--- src/rtl/pmem_line_adapter.sv ---
`default_nettype none
// ============================================================================
// Module      : pmem_line_adapter
// Description : Converts single-cycle cache line requests (fill / write-back)
//               into fixed-length memory bursts of BURST_LEN beats, each
//               BEAT_W bits wide. Beat 0 is the least-significant slice of
//               the line. Outputs are decoded from registered state, so
//               every output is zero while rst is low.
//               Optional feature macro: LINE_ADAPTER_ERR_EN adds the sticky
//               err_o flag (memory strobe seen outside a burst).
// Revision    : 1.0 - initial release
// ============================================================================
module pmem_line_adapter #(
  parameter int BURST_LEN = 4,
  parameter int BEAT_W    = 64,
  localparam int LINE_W   = BURST_LEN * BEAT_W
) (
  input  logic              clk,
  input  logic              rst,        // asynchronous, active-low
  // cache side
  input  logic [31:0]       address_i,
  input  logic              read_i,
  input  logic              write_i,
  input  logic [LINE_W-1:0] line_i,
  output logic [LINE_W-1:0] line_o,
  output logic              resp_o,
  // memory side
  output logic [31:0]       address_o,
  output logic              read_o,
  output logic              write_o,
  input  logic [BEAT_W-1:0] burst_i,
  output logic [BEAT_W-1:0] burst_o,
  input  logic              resp_i
`ifdef LINE_ADAPTER_ERR_EN
  ,
  output logic              err_o
`endif
);

  // Beat counter width; a single-beat line still needs a 1-bit index.
  localparam int K_W = (BURST_LEN > 1) ? $clog2(BURST_LEN) : 1;
  localparam logic [K_W-1:0] K_LAST = K_W'(BURST_LEN - 1);
  // Line addresses are aligned to 32 bytes; low five bits are forced to 0.
  localparam logic [31:0] ADDR_MASK = 32'hFFFF_FFE0;

  typedef enum logic [1:0] {
    IDLE  = 2'd0,
    READ  = 2'd1,
    WRITE = 2'd2,
    DONE  = 2'd3
  } state_e;

  state_e                           state_q, state_d;
  logic [K_W-1:0]                   k_q, k_d;
  logic [31:0]                      addr_q, addr_d;
  logic [BURST_LEN-1:0][BEAT_W-1:0] wline_q, wline_d;
  logic [BURST_LEN-1:0][BEAT_W-1:0] line_q, line_d;

  logic w_last_beat;
  assign w_last_beat = (k_q == K_LAST);

  // Next-state and datapath updates; write wins when both requests are up.
  always_comb begin
    state_d = state_q;
    k_d     = k_q;
    addr_d  = addr_q;
    wline_d = wline_q;
    line_d  = line_q;
    case (state_q)
      IDLE: begin
        if (write_i) begin
          wline_d = line_i;
          addr_d  = address_i & ADDR_MASK;
          k_d     = '0;
          state_d = WRITE;
        end else if (read_i) begin
          addr_d  = address_i & ADDR_MASK;
          k_d     = '0;
          state_d = READ;
        end
      end
      READ: begin
        if (resp_i) begin
          line_d[k_q] = burst_i;
          if (w_last_beat) begin
            state_d = DONE;
          end else begin
            k_d = k_q + K_W'(1);
          end
        end
      end
      WRITE: begin
        if (resp_i) begin
          if (w_last_beat) begin
            state_d = DONE;
          end else begin
            k_d = k_q + K_W'(1);
          end
        end
      end
      DONE: begin
        state_d = IDLE;
      end
      default: begin
        state_d = IDLE;
      end
    endcase
  end

  // State and datapath registers; reset aborts any burst in flight.
  always_ff @(posedge clk or negedge rst) begin
    if (!rst) begin
      state_q <= IDLE;
      k_q     <= '0;
      addr_q  <= '0;
      wline_q <= '0;
      line_q  <= '0;
    end else begin
      state_q <= state_d;
      k_q     <= k_d;
      addr_q  <= addr_d;
      wline_q <= wline_d;
      line_q  <= line_d;
    end
  end

  assign read_o    = (state_q == READ);
  assign write_o   = (state_q == WRITE);
  assign resp_o    = (state_q == DONE);
  assign address_o = addr_q;
  assign line_o    = line_q;
  assign burst_o   = wline_q[k_q];

`ifdef LINE_ADAPTER_ERR_EN
  logic err_q, err_d;

  // Sticky flag: a memory strobe while no burst is active is a protocol error.
  always_comb begin
    err_d = err_q | (resp_i & ((state_q == IDLE) | (state_q == DONE)));
  end

  // Error flag register, cleared only by reset.
  always_ff @(posedge clk or negedge rst) begin
    if (!rst) begin
      err_q <= 1'b0;
    end else begin
      err_q <= err_d;
    end
  end

  assign err_o = err_q;
`endif

endmodule
`default_nettype wire

--- config.mk ---
export PLATFORM = sky130hd
export DESIGN_NAME = pmem_line_adapter
export DESIGN_NICKNAME = d
export VERILOG_FILES = /design/src/rtl/pmem_line_adapter.sv
export SDC_FILE = /design/constraint.sdc
export NUM_CORES = 1
export LEC_CHECK = 0
export CORE_AREA = 2 2 276 278
export DETAILED_ROUTE_END_ITERATION = 16
export DIE_AREA = 0 0 278 280
export PLACE_DENSITY_LB_ADDON = 0.08
export SLEW_MARGIN = 20
export SYNTH_ARGS = -nofsm -noshare
export SYNTH_HDL_FRONTEND = slang
export SYNTH_SLANG_ARGS = --single-unit
--- constraint.sdc ---
create_clock -name clk -period 2.7 [get_ports clk]
set_clock_uncertainty 0.2 [all_clocks]
set_input_delay 0.675 -clock clk [delete_from_list [all_inputs] [get_ports clk]]
set_output_delay 0.675 -clock clk [all_outputs]
set_load 0.05 [all_outputs]
==> results of run 1 <==
## Yosys cell counts, drive strengths merged, types with 3 or more instances
| master | number |
|---|---|
| buf | 75 |
| nand2 | 3 |
| nand3 | 8 |
| ha | 8 |
| o21ai | 5 |
| inv | 5 |
| mux2 | 540 |
| mux4 | 64 |
| dfrtp | 543 |
## worst paths after layout
| check | end | start | slack (ps) | cells after the start |
|---|---|---|---|---|
| max | burst_o[51] | k_q[0] | -280 | 4 |
| min | line_o[203] | line_o[203] | 300 | 1 |
| max reg2reg | line_o[223] | k_q[0] | 180 | 8 |
| min reg2reg | line_o[203] | line_o[203] | 300 | 1 |
| max in group asynchronous | line_o[38] | rst | 1070 | 4 |
| min in group asynchronous | line_o[17] | rst | 380 | 2 |
## logic make-up after synthesis
group,count (synthesis),share of synthesized area [%]
muxes,605,34.4
DFF,543,61.7
buffers and inverters,80,2.76
and+or+nand+nor,16,0.500
adders and majority gates,8,0.454
AOI/OAI and AO/OA,6,0.153
other,1,0.0170
## flip-flops by register name, indices dropped and copies added, names as in the netlist
name       count
wline_q      256
line_o       256
state_q        2
address_o     27
k_q            2
## final cells by class
type / count / area (µm²) / area share, %
inverters: 5 / 18.8 / 0.0565
well taps: 978 / 1220 / 3.68
repair buffers: 782 / 8280 / 24.9
multi-input cells: 640 / 7840 / 23.6
flip-flops and latches: 543 / 13600 / 40.9
clock inverters: 19 / 240 / 0.723
diodes: 16 / 40.0 / 0.120
clock buffers: 101 / 2010 / 6.03
## layer usage
| metal | track usage [%] | vias to the layer above | wire, µm |
|---|---|---|---|
| li1 | - | 6202 | - |
| met1 | 20.2 | 7217 | 27000 |
| met2 | 31.5 | 418 | 37100 |
| met3 | 6.41 | 111 | 5540 |
| met4 | 6.82 | 22 | 1830 |
| met5 | 0 | - | 145 |
## critical path: cells and delay by family (launching register included)
kind	cells	cell delay, ps
mux	1	550
flops	1	440
buf+inv	3	530
## repair_timing
action                                 in CTS  in global routing
endpoints found under the hold margin      27                  0
gates resized for setup                   154                 53
setup endpoints to repair                 139                117
cloned                                      4                  3
setup buffers                              10                  1
hold buffers                                1                  0
pin swaps                                   1                  0
## where the power goes
group	total (µW)	internal (µW)	switching [µW]
combinational	27600	11200	16400
clock	9090	5530	3560
sequential	14300	12300	2050
total	51000	29000	22000
## stage by stage
step / power (µW) / setup TNS, ps / hold slack, ps
after global routing: 53400 / -19960 / 306
after floorplan: 32000 / 0 / 179
after global placement: 41000 / 0 / 280
final: 51000 / -14360 / 298
after CTS: 51500 / -20540 / 300
after detailed placement: 41400 / 0 / 286
==> impl_results.rst, run 1 <==
.. list-table::
   :header-rows: 1

   * - Metric
     - Value
   * - Number of buffers created by CTS
     - 66
   * - Number of sinks driven by the clock tree
     - around 540
   * - Die span in x
     - approximately 280 µm
   * - Biggest area consumer among synthesized cells
     - dfrtp_1
   * - Total Nets Final
     - ~2.4k
   * - DR pass1 iterations
     - 5
   * - Drc violations
     - 0
   * - Share of Yosys cell area claimed by the top area cell type
     - about three fifths
   * - Status
     - finished, violations left
   * - Post-route non-filler standard cell count
     - roughly 3.1k
   * - Vias
     - between 10k and 15k
   * - Register area share after synthesis
     - 61.7%
   * - Largest stage delay, worst path
     - ~550 ps
   * - Sum of net half-perimeters after detailed placement
     - 53000 µm
   * - Via count of the first global-routing pass
     - between 15k and 20k
   * - Worst Path Required
     - about 1800 ps
   * - Clock tree from TritonCTS
     - yes
   * - Final Instance Area
     - between 30000 and 40000 µm²
   * - Setup repair after global routing missed its margin
     - true
   * - Critical path's slowest cell
     - mux4_2
   * - Slew @ Worst Pin
     - 639 ps
   * - Count of final max-slew check failures
     - 0
   * - Violations in the final reports
     - negative setup slack
   * - First-pass GRT wire length
     - between 100000 and 150000 µm
   * - Leading cell type in the layout, fill and taps excluded
     - dfrtp_1
   * - Maximum number of pins on one net before global-route repair
     - just over 60
   * - CTS clk-pin slew, worst paths
     - 60 ps
   * - CP cell instances
     - buf_12 > buf_16 > mux4_2 > buf_6
   * - Clk buf depth
     - 3
   * - Share of the clock period used by the worst path after layout
     - 111%
   * - Number of H-tree levels
     - 3
   * - Final setup fails
     - 64
   * - Placement-stage worst setup slack
     - between 70 and 80 ps
   * - Core Rows
     - a little over 100
   * - Area after detailed placement
     - roughly 30000 µm²
   * - Final wirelength
     - slightly above 70000 µm
   * - Standby leakage power
     - roughly 0.015 µW
   * - Synth async-reset ratio
     - 100%
   * - Most used DFF post-synth
     - dfrtp_1
   * - Die height
     - 280 µm
   * - I/O pin cnt
     - about 700
   * - Total instance count after detailed placement
     - a little under 3k
   * - Synthesized cell area
     - ~22000 µm²
   * - Worst IR Drop VDD
     - 0.000867 V
   * - Ratio of cells with drive above 1 in the final layout
     - between 40 and 50%
   * - Maximum fanout count along the critical path
     - 8
   * - Layout Utilization
     - between 40% and 50%
   * - Nature of the critical path startpoint
     - flop
   * - Arrival time of the worst setup path
     - about 2100 ps
   * - Type of destination of the critical path
     - output port
   * - Relative slew slack
     - around 58%
   * - DIE AREA
     - 77800 µm²
   * - Core outline area
     - between 70000 and 80000 µm²
   * - Final Critical Period
     - around 3000 ps
   * - CTS root buffer
     - clkbuf_16
   * - Starting density of the core
     - 29.3%
   * - Commonest cells after routing, fill and taps aside
     - 541 x dfrtp_1, 540 x mux2_2, 524 x clkdlybuf4s50_1
   * - Detailed router's first-iteration violation count
     - around 520
   * - Initial antenna violation count
     - 28
   * - Count of nets left with antenna violations after detail routing
     - 0
   * - Number of hold violations in the final report
     - 0
   * - Critical path type
     - flop to output port
   * - Number of distinct library cells after synthesis
     - 24
   * - MaxCap Viol Count
     - 0
   * - Largest cells by area after synthesis
     - dfrtp_1 62%, mux2_2 28%, mux4_2 5.0%, mux4_1 1.8%, buf_6 1.4%
   * - Insertion delay of the later-clocked pin in the worst-skew pair
     - approximately 580 ps
   * - Max Clock Freq
     - 335 MHz
   * - Type of the tightest min-delay check
     - flop to flop
   * - Via-to-Cell Ratio
     - ~4.5
   * - Setup slack of the critical path after layout
     - -285 ps
   * - Number of enable-type register cells in the synthesized netlist
     - 0
   * - Synthesis-stage register bit count
     - between 500 and 600
   * - Fill count
     - between 6k and 7k
   * - Global placer's final weighted congestion
     - 0.780
   * - Remaining global-route overflow
     - 0
   * - Number of warning messages in the yosys log
     - 0
   * - Gate Count Post-Synth
     - 1259
   * - Tot GR Track Use
     - about 18%
   * - PortBufs
     - ~700
   * - Power per Cell Area
     - about 1500 nW/µm²
   * - Area growth from synthesis to final layout
     - 50.9%
   * - Final routed wire length divided by cell count
     - between 20 and 25 µm
   * - Synthesized area divided by synthesized cell count
     - roughly 17 µm²
Power figures use the tool's default switching activity.
==> inputs of run 2 (changes only) <==
CAP_MARGIN = 0   (was not set)
PLACE_DENSITY_LB_ADDON = not set   (was 0.08)
clock period = 3.5 ns   (was 2.7 ns; I/O delays follow)
==> run 2 against run 1 <==
Against the previous run: the run now ends clean; setup slack better by 440 ps; design area down 2.6%; clock power down 23%; sequential share of layout area up 1.1 points; core utilization down 1.1 points; register-to-register slack better by 740 ps; non-clock buffer count down 41; worst hold slack worse by 230 ps; power down 24%; cell count down 1.8%.
==> impl_results.rst, run 2 (synthesis gave the netlist of run 1 again) <==
.. list-table::
   :header-rows: 1

   * - Metric
     - Value
   * - Crit-path leading delay family
     - buffers and inverters
   * - Leading cell type in the layout, fill and taps excluded
     - clkdlybuf4s50_1
   * - CTS root buffer
     - clkbuf_16
   * - Count of final max-slew check failures
     - 0 (unchanged)
   * - Core outline area
     - 75200 µm² (unchanged)
   * - DR pass1 iterations
     - 5 (unchanged)
   * - Vias
     - 13.8k (-1.2%)
   * - Ratio of cells with drive above 1 in the final layout
     - 39.9% (-1.6 points)
   * - DIE AREA
     - 77800 µm² (unchanged)
   * - Die span in x
     - 278 µm (unchanged)
   * - Setup repair after global routing missed its margin
     - false
   * - Area growth from synthesis to final layout
     - 47.0%
   * - Starting density of the core
     - 29.3% (unchanged)
   * - Arrival time of the worst setup path
     - 2270 ps (+160 ps)
   * - Insertion delay of the later-clocked pin in the worst-skew pair
     - 600 ps (+20 ps)
   * - Grt met2 use
     - 29.0% (-2.5 points)
   * - Detailed router's first-iteration violation count
     - 419 (-19%)
   * - Type of the tightest min-delay check
     - input port to async pin
   * - Clock tree from TritonCTS
     - yes
   * - Slew @ Worst Pin
     - 694 ps (+55.0 ps)
   * - Total of hold buffers inserted after clock tree synthesis
     - 0 (-1)
   * - Drc violations
     - 0 (unchanged)
   * - Post-route non-filler standard cell count
     - 3029 (-1.8%)
   * - CP cell instances
     - buf_16 > buf_12 > mux4_2 > buf_4
   * - Critical path's slowest cell
     - mux4_2
   * - Number of hold violations in the final report
     - 0 (unchanged)
   * - Status
     - complete, no violations
   * - Final setup fails
     - 0 (-100%)
   * - Design Power
     - 38500 µW (-24%)
   * - Via-to-Cell Ratio
     - 4.56 (+0.62%)
   * - Sum of net half-perimeters after detailed placement
     - 47400 µm (-10%)
   * - Power per Cell Area
     - 1190 nW/µm² (-23%)
   * - Worst reg2reg path startpoint
     - k_q[1]
   * - Setup slack of the critical path after layout
     - 160 ps (+444 ps)
   * - Core Rows
     - 101 (unchanged)
   * - Type of destination of the critical path
     - output port
   * - Final routed wire length divided by cell count
     - 21.6 µm (-7.0%)
   * - Placement-stage worst setup slack
     - 541 ps (+465 ps)
   * - Worst IR Drop VDD
     - 0.000531 V (-39%)
   * - Via count of the first global-routing pass
     - 15.4k (+1.8%)
   * - Tot GR Track Use
     - 16.5% (-1.6 points)
   * - Relative slew slack
     - 53.8% (-3.8 points)
   * - Count of nets left with antenna violations after detail routing
     - 0 (unchanged)
   * - Final wirelength
     - 65400 µm (-8.7%)
   * - MaxCap Viol Count
     - 0 (unchanged)
   * - Number of H-tree levels
     - 2 (-1)
   * - Fill count
     - 6811 (+1.1%)
   * - Standby leakage power
     - 0.0138 µW (-6.4%)
   * - Remaining global-route overflow
     - 0 (unchanged)
   * - Maximum number of pins on one net before global-route repair
     - 73 (+20%)
   * - Nature of the critical path startpoint
     - flop
   * - Total instance count after detailed placement
     - 2904 (-0.92%)
   * - Worst r2r path cells
     - 6 (-2)
   * - Share of the clock period used by the worst path after layout
     - approximately 95%
   * - Critical path type
     - flop to output port
   * - Max Clock Freq
     - around 300 MHz
   * - Final Critical Period
     - between 3000 and 4000 ps
   * - Capture instance of the worst register-to-register path
     - line_o[111]
   * - Commonest cells after routing, fill and taps aside
     - 635 x clkdlybuf4s50_1, 541 x dfrtp_1, 540 x mux2_2
   * - Number of buffers created by CTS
     - 60 (-9.1%)
   * - Global placer's final weighted congestion
     - 0.797 (+2.2%)
   * - Die height
     - 280 µm (unchanged)
   * - Number of sinks driven by the clock tree
     - 543 (unchanged)
   * - First-pass GRT wire length
     - 97100 µm (-6.4%)
   * - Total buffers and inverters traversed by the critical path
     - 3 (unchanged)
   * - Maximum fanout count along the critical path
     - 24 (+16)
   * - Initial antenna violation count
     - 21 (-25%)
   * - I/O pin cnt
     - 712 (unchanged)
   * - Most utilized layer in the global route result
     - met2
   * - Worst Path Required
     - 2420 ps (+600 ps)
   * - GRT met1 Usage
     - 18.2% (-2.0 points)
   * - Met3 demand-to-capacity share in global routing
     - 6.30% (-0.11 points)
   * - Total Nets Final
     - 2356 (-2.0%)
   * - Largest stage delay, worst path
     - 520 ps (-30 ps)
   * - Setup TNS Final
     - 0 ps (+14360 ps)
   * - Clk buf depth
     - 3 (unchanged)
   * - PortBufs
     - 701 (unchanged)
   * - CTS clk-pin slew, worst paths
     - 60 ps (about the same)
   * - Register-to-register path setup slack
     - 920 ps (+740 ps)
==> run 2: through the flow <==
step / hold slack [ps] / utilization, % / instance area (µm²)
after floorplan: 270 / - / 22000
after global placement: 280 / 40.0 / 30100
after detailed placement: 285 / 40.0 / 30100
after CTS: 71.7 / 43.0 / 32400
after global routing: 84.1 / 43.1 / 32400
final: 68.2 / 43.1 / 32400
==> run 2: timing repair <==
action	4_1_cts	5_1_grt
endpoints found under the setup margin	18	1
gates cloned	0	0
gates resized for setup	1	1
buffers inserted	3	0
==> run 2: where the power goes <==
group	internal (µW)	leakage (µW)	total, µW	switching (µW)
sequential	9480	0.00658	11200	1680
combinational	8090	0.00612	20400	12300
clock	4300	0.00109	6990	2690
==> run 2: worst max path at each step <==
stage	startpoint	to	cells after the start
after CTS	state_q[1]	read_o	4
after global routing	k_q[0]	burst_o[0]	4
after global placement	resp_i	line_o[116]	4
after floorplan	k_q[0]	burst_o[12]	4
final	k_q[0]	burst_o[0]	4
after detailed placement	resp_i	line_o[147]	4
==> run 2: cell type report <==
cell class              count  area [µm²]  share of cell area [%]
diodes                      9        22.5                  0.0695
clock buffers              74        1690                    5.20
clock inverters            39         531                    1.64
inverters                   5        18.8                  0.0579
multi-input cells         640        7900                    24.4
flip-flops and latches    543       13600                    42.0
well taps                 978        1220                    3.78
repair buffers            741        7420                    22.9
==> run 2: layer usage <==
layer  wire length (µm)  up-vias
li1                   -     6108
met1              24400     7069
met2              33300      480
met3               5620      129
met4               1940       20
met5                135        -
